**config.mk**
```make
export PLATFORM = sky130hd
export DESIGN_NAME = down_counter_timer_flat
export DESIGN_NICKNAME = d
export VERILOG_FILES = /design/src/rtl/down_counter_timer_if.sv /design/src/rtl/down_counter_timer.sv /design/src/flat_wrapper.sv
export SDC_FILE = /design/constraint.sdc
export NUM_CORES = 1
export LEC_CHECK = 0
export CORE_AREA = 4 4 41 43
export DETAILED_ROUTE_END_ITERATION = 12
export DIE_AREA = 0 0 45 47
export DONT_BUFFER_PORTS = 1
export GPL_TIMING_DRIVEN = 0
export PLACE_DENSITY_LB_ADDON = 0.2
export REMOVE_ABC_BUFFERS = 1
export SYNTH_ARGS = -nofsm -noshare
export SYNTH_HDL_FRONTEND = slang
export SYNTH_SLANG_ARGS = --single-unit
```
**constraint.sdc**
```tcl
create_clock -name clk -period 2.4 [get_ports clk]
set_input_delay 0.36 -clock clk [delete_from_list [all_inputs] [get_ports clk]]
set_output_delay 0.36 -clock clk [all_outputs]
set_load 0.01 [all_outputs]
```
**src/rtl/down_counter_timer_if.sv**
```systemverilog
// Control/status bundle for the loadable down-counter timer.
// The master side drives load/run controls; the slave side returns count and status.
interface down_counter_timer_if #(
    parameter int WIDTH = 4
);
    logic             load;
    logic [WIDTH-1:0] load_val;
    logic             en;
    logic             stop;
    logic             auto_reload;
    logic [WIDTH-1:0] count;
    logic             tc;
    logic             busy;
    logic             done;

    modport master (
        output load, load_val, en, stop, auto_reload,
        input  count, tc, busy, done
    );

    modport slave (
        input  load, load_val, en, stop, auto_reload,
        output count, tc, busy, done
    );
endinterface

```
**src/rtl/down_counter_timer.sv**
```systemverilog
// Loadable down-counter with terminal-count pulse and optional auto-reload,
// used as a delay/period generator for control FSMs.
//
//  state | meaning
//  ------+-----------------------------------------------
//  IDLE  | waiting for load; count holds
//  RUN   | decrementing on en cycles; busy=1
//  DONE  | one-shot finished; count=0, done=1 until load
module down_counter_timer #(
    parameter int WIDTH = 4
) (
    input  logic                clk,
    input  logic                rst,
    down_counter_timer_if.slave bus
);

    typedef enum logic [1:0] {
        IDLE = 2'd0,
        RUN  = 2'd1,
        DONE = 2'd2
    } state_t;

    state_t           state_q, state_n;
    logic [WIDTH-1:0] count_q, count_n;
    logic [WIDTH-1:0] reload_q, reload_n;
    logic             tc_q, tc_n;
    logic             busy_q, busy_n;
    logic             done_q, done_n;

    always_ff @(posedge clk) begin
        if (rst) begin
            state_q  <= IDLE;
            count_q  <= '0;
            reload_q <= '0;
            tc_q     <= 1'b0;
            busy_q   <= 1'b0;
            done_q   <= 1'b0;
        end else begin
            state_q  <= state_n;
            count_q  <= count_n;
            reload_q <= reload_n;
            tc_q     <= tc_n;
            busy_q   <= busy_n;
            done_q   <= done_n;
        end
    end

    always_comb begin
        state_n  = state_q;
        count_n  = count_q;
        reload_n = reload_q;
        tc_n     = 1'b0;

        if (bus.load) begin
            count_n  = bus.load_val;
            reload_n = bus.load_val;
            state_n  = (bus.load_val != '0) ? RUN : DONE;
        end else if (state_q == RUN) begin
            if (bus.stop) begin
                state_n = IDLE;
            end else if (bus.en) begin
                if (count_q > WIDTH'(1)) begin
                    count_n = count_q - WIDTH'(1);
                end else if (count_q == WIDTH'(1)) begin
                    count_n = '0;
                    tc_n    = 1'b1;
                    if (!bus.auto_reload)
                        state_n = DONE;
                end else begin
                    // count==0 is only reachable in RUN via auto-reload; the tc
                    // for this period was already issued on the 1->0 step
                    if (bus.auto_reload)
                        count_n = reload_q;
                    else
                        state_n = DONE;
                end
            end
        end

        busy_n = (state_n == RUN);
        done_n = (state_n == DONE);
    end

    assign bus.count = count_q;
    assign bus.tc    = tc_q;
    assign bus.busy  = busy_q;
    assign bus.done  = done_q;

endmodule

```
**src/flat_wrapper.sv**
```systemverilog
// flat-port wrapper written by rule: the top's interface ports become plain ports
module down_counter_timer_flat 
#(
    parameter int WIDTH = 4
)
  (clk, rst, bus_load, bus_load_val, bus_en, bus_stop, bus_auto_reload, bus_count, bus_tc, bus_busy, bus_done);
  down_counter_timer_if #(.WIDTH(WIDTH)) bus_i ();
  input  logic clk;
  input  logic rst;
  input wire logic [$bits(bus_i.load)-1:0] bus_load;
  input wire logic [$bits(bus_i.load_val)-1:0] bus_load_val;
  input wire logic [$bits(bus_i.en)-1:0] bus_en;
  input wire logic [$bits(bus_i.stop)-1:0] bus_stop;
  input wire logic [$bits(bus_i.auto_reload)-1:0] bus_auto_reload;
  output wire logic [$bits(bus_i.count)-1:0] bus_count;
  output wire logic [$bits(bus_i.tc)-1:0] bus_tc;
  output wire logic [$bits(bus_i.busy)-1:0] bus_busy;
  output wire logic [$bits(bus_i.done)-1:0] bus_done;
  assign bus_i.load = bus_load;
  assign bus_i.load_val = bus_load_val;
  assign bus_i.en = bus_en;
  assign bus_i.stop = bus_stop;
  assign bus_i.auto_reload = bus_auto_reload;
  assign bus_count = bus_i.count;
  assign bus_tc = bus_i.tc;
  assign bus_busy = bus_i.busy;
  assign bus_done = bus_i.done;
  down_counter_timer #(.WIDTH(WIDTH)) u_core (.clk(clk), .rst(rst), .bus(bus_i));
endmodule
```
==> flow_summary.toml, run 1 <==
[sta]
setup_viol = 0
timing.slew.headroom = 0.564
fin_crit_ns = 1.98
period_share = 0.825
worst_pin_slew_ns = 0.646
max_freq_mhz = 505
rsz0062_at_grt = "false"
setup-tns-final_ns = 0
finalHoldViolCount = 0
slew_violations = 0
fin_skew_ns = 0.00577

[power]
switching_power_w = 0.000122
p_seq_frac = 0.548
power_frac_clock = 0.314
intPower_w = 0.000322
p_comb_frac = 0.138
p_leak_nw = 0.261
peakVddDrop_uv = 349
power_switching_share = 0.274
power_density_nw_per_um2 = 625

[placed_design]
gp_congestion = 0.747
dp_cells = 91
portBuffers = 0
dpl.hpwl_mm = 1.13

[yosys]
synth_edf_count = 0
synthArstFlopShare = 0
synth_area_leader_cell = "dfxtp_1"
syn_inst = 79
ys_seq_elements = 13
syn_area_um2 = 678
synth-main-ff-cell = "dfxtp_1"
synth_cell_types = 35
synth.most_common_cell = "dfxtp_1"
yosys_warnings = 0
yosysTopAreaCellShare = 0.384
synthTopCellsByCount = "dfxtp_1, inv_1, nand2_1, nor2_1, a21oi_1"
yosysSeqAreaShare = 0.384
synth.avg_cell_area_um2 = 8.58
synthTopCellsByArea = "dfxtp_1, nand4bb_4, inv_1"

[cts]
clkTransAtPathRegs_ns = 0.08
clock_latency_ns = 0.28
cts_resized = 0
clock-sinks = 13
htreeDepth = 1
cts-hold-fix-buffers = 0
clk_path_buf_depth = 2
root_buffer = "clkbuf_4"
post_cts_buffers = 0
cts_tree = "yes"
cts_buffers = 3

[worst_hold_path]
hp-class = "in2reg"
holdPathStages = 1

[setup_path]
path_max_fanout = 7
cp.arrival_ns = 2.17
endpoint_kind = "flip-flop"
worstPathRequired_ns = 2.59
crit_type = "reg2reg"
start_kind = "flip-flop"
ff2ff_path_depth = 6

[floorplanning]
die_w_um = 45
start_util = 0.521
core_area_um2 = 1300
die_area_um2 = 2120
row_count = 13
die_y_um = 47
io_pins = 17

[grt]
grt_max_degree = 18
antenna_found_initial = 0
gr-total-overflow = 0
first_global_vias = 564
grt_pass1_wl_mm = 2.50
grt_usage = 0.166

[layout]
seqCellArea_um2 = 260
area_growth_pct = 4.80
drive_gt1_frac = 0.0875
n_fill_cell = 129
num_antenna_cells = 0
nNetsFinal = 93
layoutNonFillerInstCount = 95
multiInputGateArea_um2 = 379

[route]
vias_per_cell = 6.05
ant_nets = 0
drt-total-wl_mm = 1.49
drtIter0Drc = 5
num_vias = 575
post_drt_wl_per_cell_um = 15.7
drc = 0
dr.pass1.iters = 4

[status]
status = "completed"

[flow_run]
cap_violations = 0
[cell families (layout without fill, tap and decap cells)]
family	Yosys count	in the layout	share of synthesized area
mux	1	1	0.0148
simple gates	30	30	0.273
compound gates	23	23	0.234
fa+ha+maj	2	2	0.0369
buf+inv	10	11	0.0572
flops	13	13	0.384
[cell usage in the layout, fill, tap and decap left out, types with 2 or more instances in the layout]
cell type	n
dfxtp_1	13
o22ai_1	3
nor2_1	6
clkbuf_4	3
a311o_1	2
o21ai_0	3
a21oi_1	4
inv_1	7
o31ai_1	2
a31o_2	2
nand2_1	6
a31oi_1	3
or3_1	2
nor3_1	2
ha_1	2
[registers in the layout, indices dropped and copies added, names as in the netlist]
| name | flops |
|---|---|
| u_core.state_q | 2 |
| u_core.bus.tc | 1 |
| u_core.bus.busy | 1 |
| u_core.bus.count | 4 |
| u_core.reload_q | 4 |
| u_core.bus.done | 1 |
[metrics by stage]
stage	setup WS, ns	cell area [um^2]	hold slack, ns	utilization	power [W]
global placement	0.482	684	0.431	0.526	0.000308
detailed placement	0.434	684	0.434	0.526	0.000309
CTS	0.420	711	0.133	0.546	0.000446
global route	0.307	711	0.122	0.546	0.000467
floorplan	0.690	666	0.429	-	0.000296
finish	0.419	711	0.132	0.546	0.000444
[worst max-delay path: stages, from the launching register on]
cell and delay (ns):
dfxtp_1 0.47, inv_1 0.12, ha_1 0.29, or2_1 0.28
a311o_1 0.34, and2_1 0.15, a211oi_1 0.25
[power by group through the flow]
stage / logic (W) / registers (W) / clock network [W]
final: 0.0000611 / 0.000243 / 0.000139
after global routing: 0.0000689 / 0.000246 / 0.000152
after CTS: 0.0000608 / 0.000244 / 0.000142
after detailed placement: 0.0000607 / 0.000249 / 0
after global placement: 0.0000593 / 0.000248 / 0
after floorplan: 0.0000508 / 0.000245 / 0
[area by class of cell]
cell class,count,share of cell area
flip-flops and latches,13,0.366
clock buffers,4,0.0370
multi-input cells,56,0.533
inverters,7,0.0370
well taps,15,0.0264
[routing by layer]
metal / GRT usage / part of all wire / vias to the layer above
met1: 0.209 / 0.47 / 262
met4: 0.105 / 0.027 / 0
met5: 0 / 0 / -
li1: - / - / 294
met3: 0.0460 / 0.061 / 5
met2: 0.249 / 0.45 / 14
[worst paths after layout]
kind	slack [ns]	endpoint	startpoint
worst max-delay path	0.42	u_core.bus.busy$_SDFF_PP0_	u_core.bus.count[0]$_SDFFE_PP0P_
worst min register to register	0.47	u_core.reload_q[3]$_SDFFE_PP0P_	u_core.reload_q[3]$_SDFFE_PP0P_
worst max register to register	0.42	u_core.bus.busy$_SDFF_PP0_	u_core.bus.count[0]$_SDFFE_PP0P_
worst min-delay path	0.13	u_core.state_q[0]$_SDFF_PP0_	rst
Note: power is estimated with default switching activity, not from simulation.
==> run 2: changes to the inputs <==
--- a/config.mk
+++ b/config.mk
@@ -5,6 +5,7 @@
 export SDC_FILE = /design/constraint.sdc
 export NUM_CORES = 1
 export LEC_CHECK = 0
+export ABC_AREA = 1
 export CORE_AREA = 4 4 41 43
 export DETAILED_ROUTE_END_ITERATION = 12
 export DIE_AREA = 0 0 45 47
==> constraint.sdc (replaced) <==
create_clock -name clk -period 1.9 [get_ports clk]
set_input_delay 0.285 -clock clk [delete_from_list [all_inputs] [get_ports clk]]
set_output_delay 0.285 -clock clk [all_outputs]
set_load 0.01 [all_outputs]
==> run 2 against run 1 <==
Net effect: die area did not move; setup slack got worse by 0.11 ns; hold slack got worse by 0.069 ns; critical endpoint is now u_core.bus.count[1]$_SDFFE_PP0P_; global-route usage fell by 2.1 points.
==> flow_summary.toml, run 2 <==
[yosys]
synth_area_leader_cell = "dfxtp_1"
syn_inst = 106
syn_area_um2 = 692
synthArstFlopShare = 0
synth_edf_count = 0
synth.most_common_cell = "nand2_1"
synth_cell_types = 17
synthTopCellsByCount = "nand2_1, nor2_1, dfxtp_1, inv_1, nand3_1"
synthTopCellsByArea = "dfxtp_1, nand2_1, nor2_1"
yosys_warnings = 0
synth.avg_cell_area_um2 = 6.53
synth-main-ff-cell = "dfxtp_1"
yosysTopAreaCellShare = 0.376
yosysSeqAreaShare = 0.376
ys_seq_elements = 13

[grt]
gr-total-overflow = 0
antenna_found_initial = 0
grt_pass1_wl_mm = 2.18
first_global_vias = 513
grt_max_degree = 12
grt_usage = 0.145

[power]
p_leak_nw = 0.341
power_density_nw_per_um2 = 786
peakVddDrop_uv = 377

[layout]
finish.utilization = 0.550
num_antenna_cells = 0
layoutNonFillerInstCount = 122
drive_gt1_frac = 0.0374
area_growth_pct = 3.44
postLayoutCellArea_um2 = 716
nNetsFinal = 120
layout_commonest_cell = "nand2_1"
layout_common_cells = "nand2_1, nor2_1, inv_1, dfxtp_1, nand3_1"

[setup_path]
r2r-start = "u_core.bus.count[0]$_SDFFE_PP0P_"
crit_start = "u_core.bus.count[0]$_SDFFE_PP0P_"
slowest_stage = "dfxtp_1"
cp.arrival_ns = 1.80
worstPathRequired_ns = 2.11
path_max_fanout = 5
crit_type = "reg2reg"
cpPeakStageDelay_ns = 0.43
endpoint_kind = "flip-flop"
crit_top_cell = "nand2_1"
path_cells = "inv_1, ha_1, o21ai_0, nand2_1, o211ai_1, nand2_1, a21oi_1"
start_kind = "flip-flop"

[placed_design]
dp_cells = 118
place_area_um2 = 689
portBuffers = 0
gp_congestion = 0.781
dpl.hpwl_mm = 1.03

[floorplanning]
start_util = 0.532
die_area_um2 = 2120
die_y_um = 47
io_pins = 17
die_w_um = 45
core_area_um2 = 1300
row_count = 13

[sta]
fin_skew_ns = 0.00195
setup-tns-final_ns = 0
period_share = 0.838
setup_viol = 0
slew_violations = 0
worst_pin_slew_ns = 0.338
max_freq_mhz = 628
finalHoldViolCount = 0
rsz0062_at_grt = "false"
hold-worst-slack_ns = 0.0631
fin_crit_ns = 1.59
timing.slew.headroom = 0.772

[worst_hold_path]
holdCritStartpoint = "rst"
hp-class = "in2reg"

[route]
drc = 0
drtIter0Drc = 15
dr.pass1.iters = 4
drt-total-wl_mm = 1.32
ant_nets = 0
vias_per_cell = 5.16
num_vias = 630
post_drt_wl_per_cell_um = 10.9

[cts]
cts_resized = 0
htreeDepth = 1
root_buffer = "clkbuf_4"
cts_buffers = 3
clk_path_buf_depth = 2
cts_tree = "yes"
post_cts_buffers = 0
cts-hold-fix-buffers = 0
clkTransAtPathRegs_ns = 0.08
clock-sinks = 13
clock_latency_ns = 0.28

[flow_run]
cap_violations = 0

[status]
status = "completed"
-- run 2: cell count changes in the layout (fill, tap and decap cells not counted), moves of 3 or more --
cell	previous run	this run
inv_1	7	13
o22ai_1	3	0
nor2_1	6	16
nand2_1	6	31
o211ai_1	0	4
a21oi_1	4	7
a31oi_1	3	0
nand3_1	1	10
-- run 2: area by class of cell --
type / count / area, um^2
clock buffer: 4 / 26.3
inverter: 13 / 48.8
tap: 15 / 18.8
fill: 132 / 586
multi-input combinational: 77 / 362
sequential: 13 / 260
-- run 2: kinds of logic after synthesis --
logic type,Yosys count,share of synthesized area
AND/OR/NAND/NOR,62,0.374
AO/OA/AOI/OAI,13,0.112
adder cells (fa/ha/maj),2,0.0362
buffers and inverters,16,0.101
flip-flops,13,0.376
-- run 2: metrics by stage --
step / power (W) / worst slack [ns]
after detailed placement: 0.000396 / 0.314
final: 0.000562 / 0.309
after floorplan: 0.000380 / 0.516
after global placement: 0.000395 / 0.292
after global routing: 0.000598 / 0.113
after CTS: 0.000568 / 0.295
-- run 2: worst paths after layout --
kind                            slack [ns]  depth (start not counted)                                to
worst max-delay path                  0.31                          7  u_core.bus.count[1]$_SDFFE_PP0P_
worst min-delay path                  0.06                          1   u_core.reload_q[2]$_SDFFE_PP0P_
worst max register to register        0.31                          7  u_core.bus.count[1]$_SDFFE_PP0P_
worst min register to register        0.46                          2   u_core.reload_q[3]$_SDFFE_PP0P_
-- run 2: worst max-delay path, delay by kind of cell (launching register included) --
family / cells / cell delay (ns)
AOI/OAI and AO/OA: 3 / 0.55
DFF: 1 / 0.43
adders and majority gates: 1 / 0.26
and+or+nand+nor: 2 / 0.16
buffers and inverters: 1 / 0.11
-- run 2: per-layer routing --
metal | part of all wire | vias to the layer above | routed length (um) | GRT usage
met5 | 0 | - | 0 | 0
met4 | 0.029 | 0 | 38 | 0.105
met3 | 0.10 | 5 | 133 | 0.0345
met2 | 0.37 | 26 | 494 | 0.195
met1 | 0.50 | 260 | 658 | 0.200
li1 | - | 339 | - | -
-- run 2: report_power, final --
part / total (W) / internal (W) / leakage (nW) / switching [W]
Combinational: 0.0000855 / 0.0000324 / 0.219 / 0.0000530
Sequential: 0.000304 / 0.000288 / 0.107 / 0.0000165
Clock: 0.000173 / 0.0000815 / 0.0150 / 0.0000912
==> run 3: changes to the inputs <==
--- a/config.mk
+++ b/config.mk
@@ -6,9 +6,9 @@
 export NUM_CORES = 1
 export LEC_CHECK = 0
 export ABC_AREA = 1
-export CORE_AREA = 4 4 41 43
+export CORE_MARGIN = 4
+export CORE_UTILIZATION = 52
 export DETAILED_ROUTE_END_ITERATION = 12
-export DIE_AREA = 0 0 45 47
 export DONT_BUFFER_PORTS = 1
 export GPL_TIMING_DRIVEN = 0
 export PLACE_DENSITY_LB_ADDON = 0.2
==> constraint.sdc (replaced) <==
create_clock -name clk -period 1.4 [get_ports clk]
set_input_delay 0.21 -clock clk [delete_from_list [all_inputs] [get_ports clk]]
set_output_delay 0.21 -clock clk [all_outputs]
set_load 0.01 [all_outputs]
==> run 3 against run 2 <==
Net effect: sequential share of layout area is 2.5 points lower; maximum frequency increased by 18%; sequential power grew 38%; core utilization grew 13 points; cell count increased by 1.6%; setup slack worse by 0.25 ns; global-route usage up 2.3 points; hold slack improved by 0.032 ns; clock-buffer cell count stayed put; register-to-register slack lost 0.25 ns; flip-flop and latch count unchanged; wire length grew 26%; critical path type unchanged; largest cell class unchanged.
==> flow_summary.toml, run 3 (synthesis gave the netlist of run 2 again) <==
[setup_path]
path_max_fanout = 4
worstPathRequired_ns = 1.63
regToRegSetupSlack_ns = 0.05
crit_type = "reg2reg"
ff2ff_path_depth = 9
endpoint_kind = "flip-flop"
start_kind = "flip-flop"
timing.rr.end = "u_core.bus.busy$_SDFF_PP0_"
r2r-start = "u_core.bus.count[0]$_SDFFE_PP0P_"
cp.arrival_ns = 1.57

[worst_hold_path]
holdPathStages = 3
holdCritStartpoint = "rst"
hp-class = "in2reg"
hold_end = "u_core.bus.tc$_SDFF_PP0_"

[power]
power_density_nw_per_um2 = 1020
p_leak_nw = 0.362
peakVddDrop_uv = 714

[flow_run]
cap_violations = 0

[layout]
n_fill_cell = 113
finish.utilization = 0.677
layoutNonFillerInstCount = 124
num_antenna_cells = 0
layout_commonest_cell = "nand2_1"
nNetsFinal = 123
layout_common_cells = "nand2_1, nor2_1, inv_1, nand3_1, dfxtp_1"
area_growth_pct = 14.6
drive_gt1_frac = 0.164

[route]
drc = 0
ant_nets = 0
num_vias = 676
vias_per_cell = 5.45
dr.pass1.iters = 6
post_drt_wl_per_cell_um = 13.4
drtIter0Drc = 24
drt-total-wl_mm = 1.66

[sta]
worst_pin_slew_ns = 0.368
finalHoldViolCount = 0
rsz0062_at_grt = "true"
period_share = 0.961
fin_ws_ns = 0.0544
max_freq_mhz = 743
hold-worst-slack_ns = 0.0955
setup_viol = 0
fin_crit_ns = 1.35
fin_skew_ns = 0.00450
timing.slew.headroom = 0.754
slew_violations = 0

[grt]
gr-total-overflow = 0
antenna_found_initial = 0
grt_max_degree = 12
grt_pass1_wl_mm = 2.48
first_global_vias = 606
grt_usage = 0.168

[placed_design]
gp_congestion = 0.789
dp_cells = 117
dpl.hpwl_mm = 1.09
dp_slack_ns = -0.213
portBuffers = 0

[floorplanning]
io_pins = 17
die_w_um = 44.5
start_util = 0.591
core_area_um2 = 1170
die_area_um2 = 1980
die_y_um = 44.5
row_count = 12

[cts]
cts_buffers = 3
clock-sinks = 13
root_buffer = "clkbuf_4"
clkTransAtPathRegs_ns = 0.08
htreeDepth = 1
cts_tree = "yes"
clk_path_buf_depth = 2
clock_latency_ns = 0.28

[status]
status = "completed"
==> run 3: changes by cell type in the layout (fill, tap and decap cells not counted), sizes merged <==
cell         before  now
dlygate4sd3       0    1
buf               0    2
==> run 3: per-layer routing <==
metal | vias to the layer above | global-route usage | part of all wire
met5 | - | 0 | 0
met4 | 0 | 0.0904 | 0.011
met3 | 4 | 0.0366 | 0.069
met2 | 26 | 0.249 | 0.46
met1 | 300 | 0.224 | 0.46
li1 | 346 | - | -
==> run 3: what timing repair did <==
| action | CTS | global route |
|---|---|---|
| gates resized for setup | 7 | 13 |
| pin swaps | 1 | 9 |
| hold endpoints to repair | 9 | 0 |
| buffers inserted | 0 | 2 |
| endpoints found under the setup margin | 8 | 8 |
| hold buffers | 1 | 0 |
==> run 3: worst max-delay path by stage <==
| stage | slack, ns | start | to |
|---|---|---|---|
| CTS | -0.01 | u_core.bus.count[0]$_SDFFE_PP0P_ | u_core.bus.busy$_SDFF_PP0_ |
| detailed placement | -0.21 | u_core.bus.count[0]$_SDFFE_PP0P_ | u_core.bus.count[1]$_SDFFE_PP0P_ |
| global route | -0.05 | u_core.bus.count[0]$_SDFFE_PP0P_ | u_core.bus.busy$_SDFF_PP0_ |
| global placement | -0.21 | u_core.bus.count[0]$_SDFFE_PP0P_ | u_core.bus.count[1]$_SDFFE_PP0P_ |
| finish | 0.05 | u_core.bus.count[0]$_SDFFE_PP0P_ | u_core.bus.busy$_SDFF_PP0_ |
| floorplan | 0.02 | u_core.bus.count[0]$_SDFFE_PP0P_ | u_core.bus.count[3]$_SDFFE_PP0P_ |
==> run 3: power by group <==
group / total (W) / switching, W / internal, W
Sequential: 0.000418 / 0.0000281 / 0.000390
Clock: 0.000241 / 0.000130 / 0.000111
Combinational: 0.000151 / 0.0000901 / 0.0000612
Total: 0.000810 / 0.000248 / 0.000562
==> run 3: final cells by class <==
class                           count  area [um^2]  share of cell area
Clock buffer                        4         26.3              0.0331
Inverter                           13         53.8              0.0678
Timing Repair Buffer                3         25.0              0.0315
Tap cell                           14         17.5              0.0221
Multi-Input combinational cell     77          402               0.506
Sequential cell                    13          269               0.339
==> run 3: critical path, stage by stage (launching register included) <==
cell and delay, ns:
dfxtp_4 0.41, inv_4 0.06, ha_4 0.16, o211ai_1 0.20
nand2_1 0.09, nand2_1 0.09, nand2_2 0.06, nand2_2 0.08
nand2_2 0.05, nor2_1 0.09
==> run 3: through the flow <==
stage                     cell area [um^2]  total power, W   TNS, ns
after global routing                   793        0.000856    -0.112
final                                  793        0.000810         0
after detailed placement               688        0.000540    -0.952
after global placement                 688        0.000536    -0.849
after floorplan                        671        0.000515         0
after CTS                              737        0.000781  -0.00982
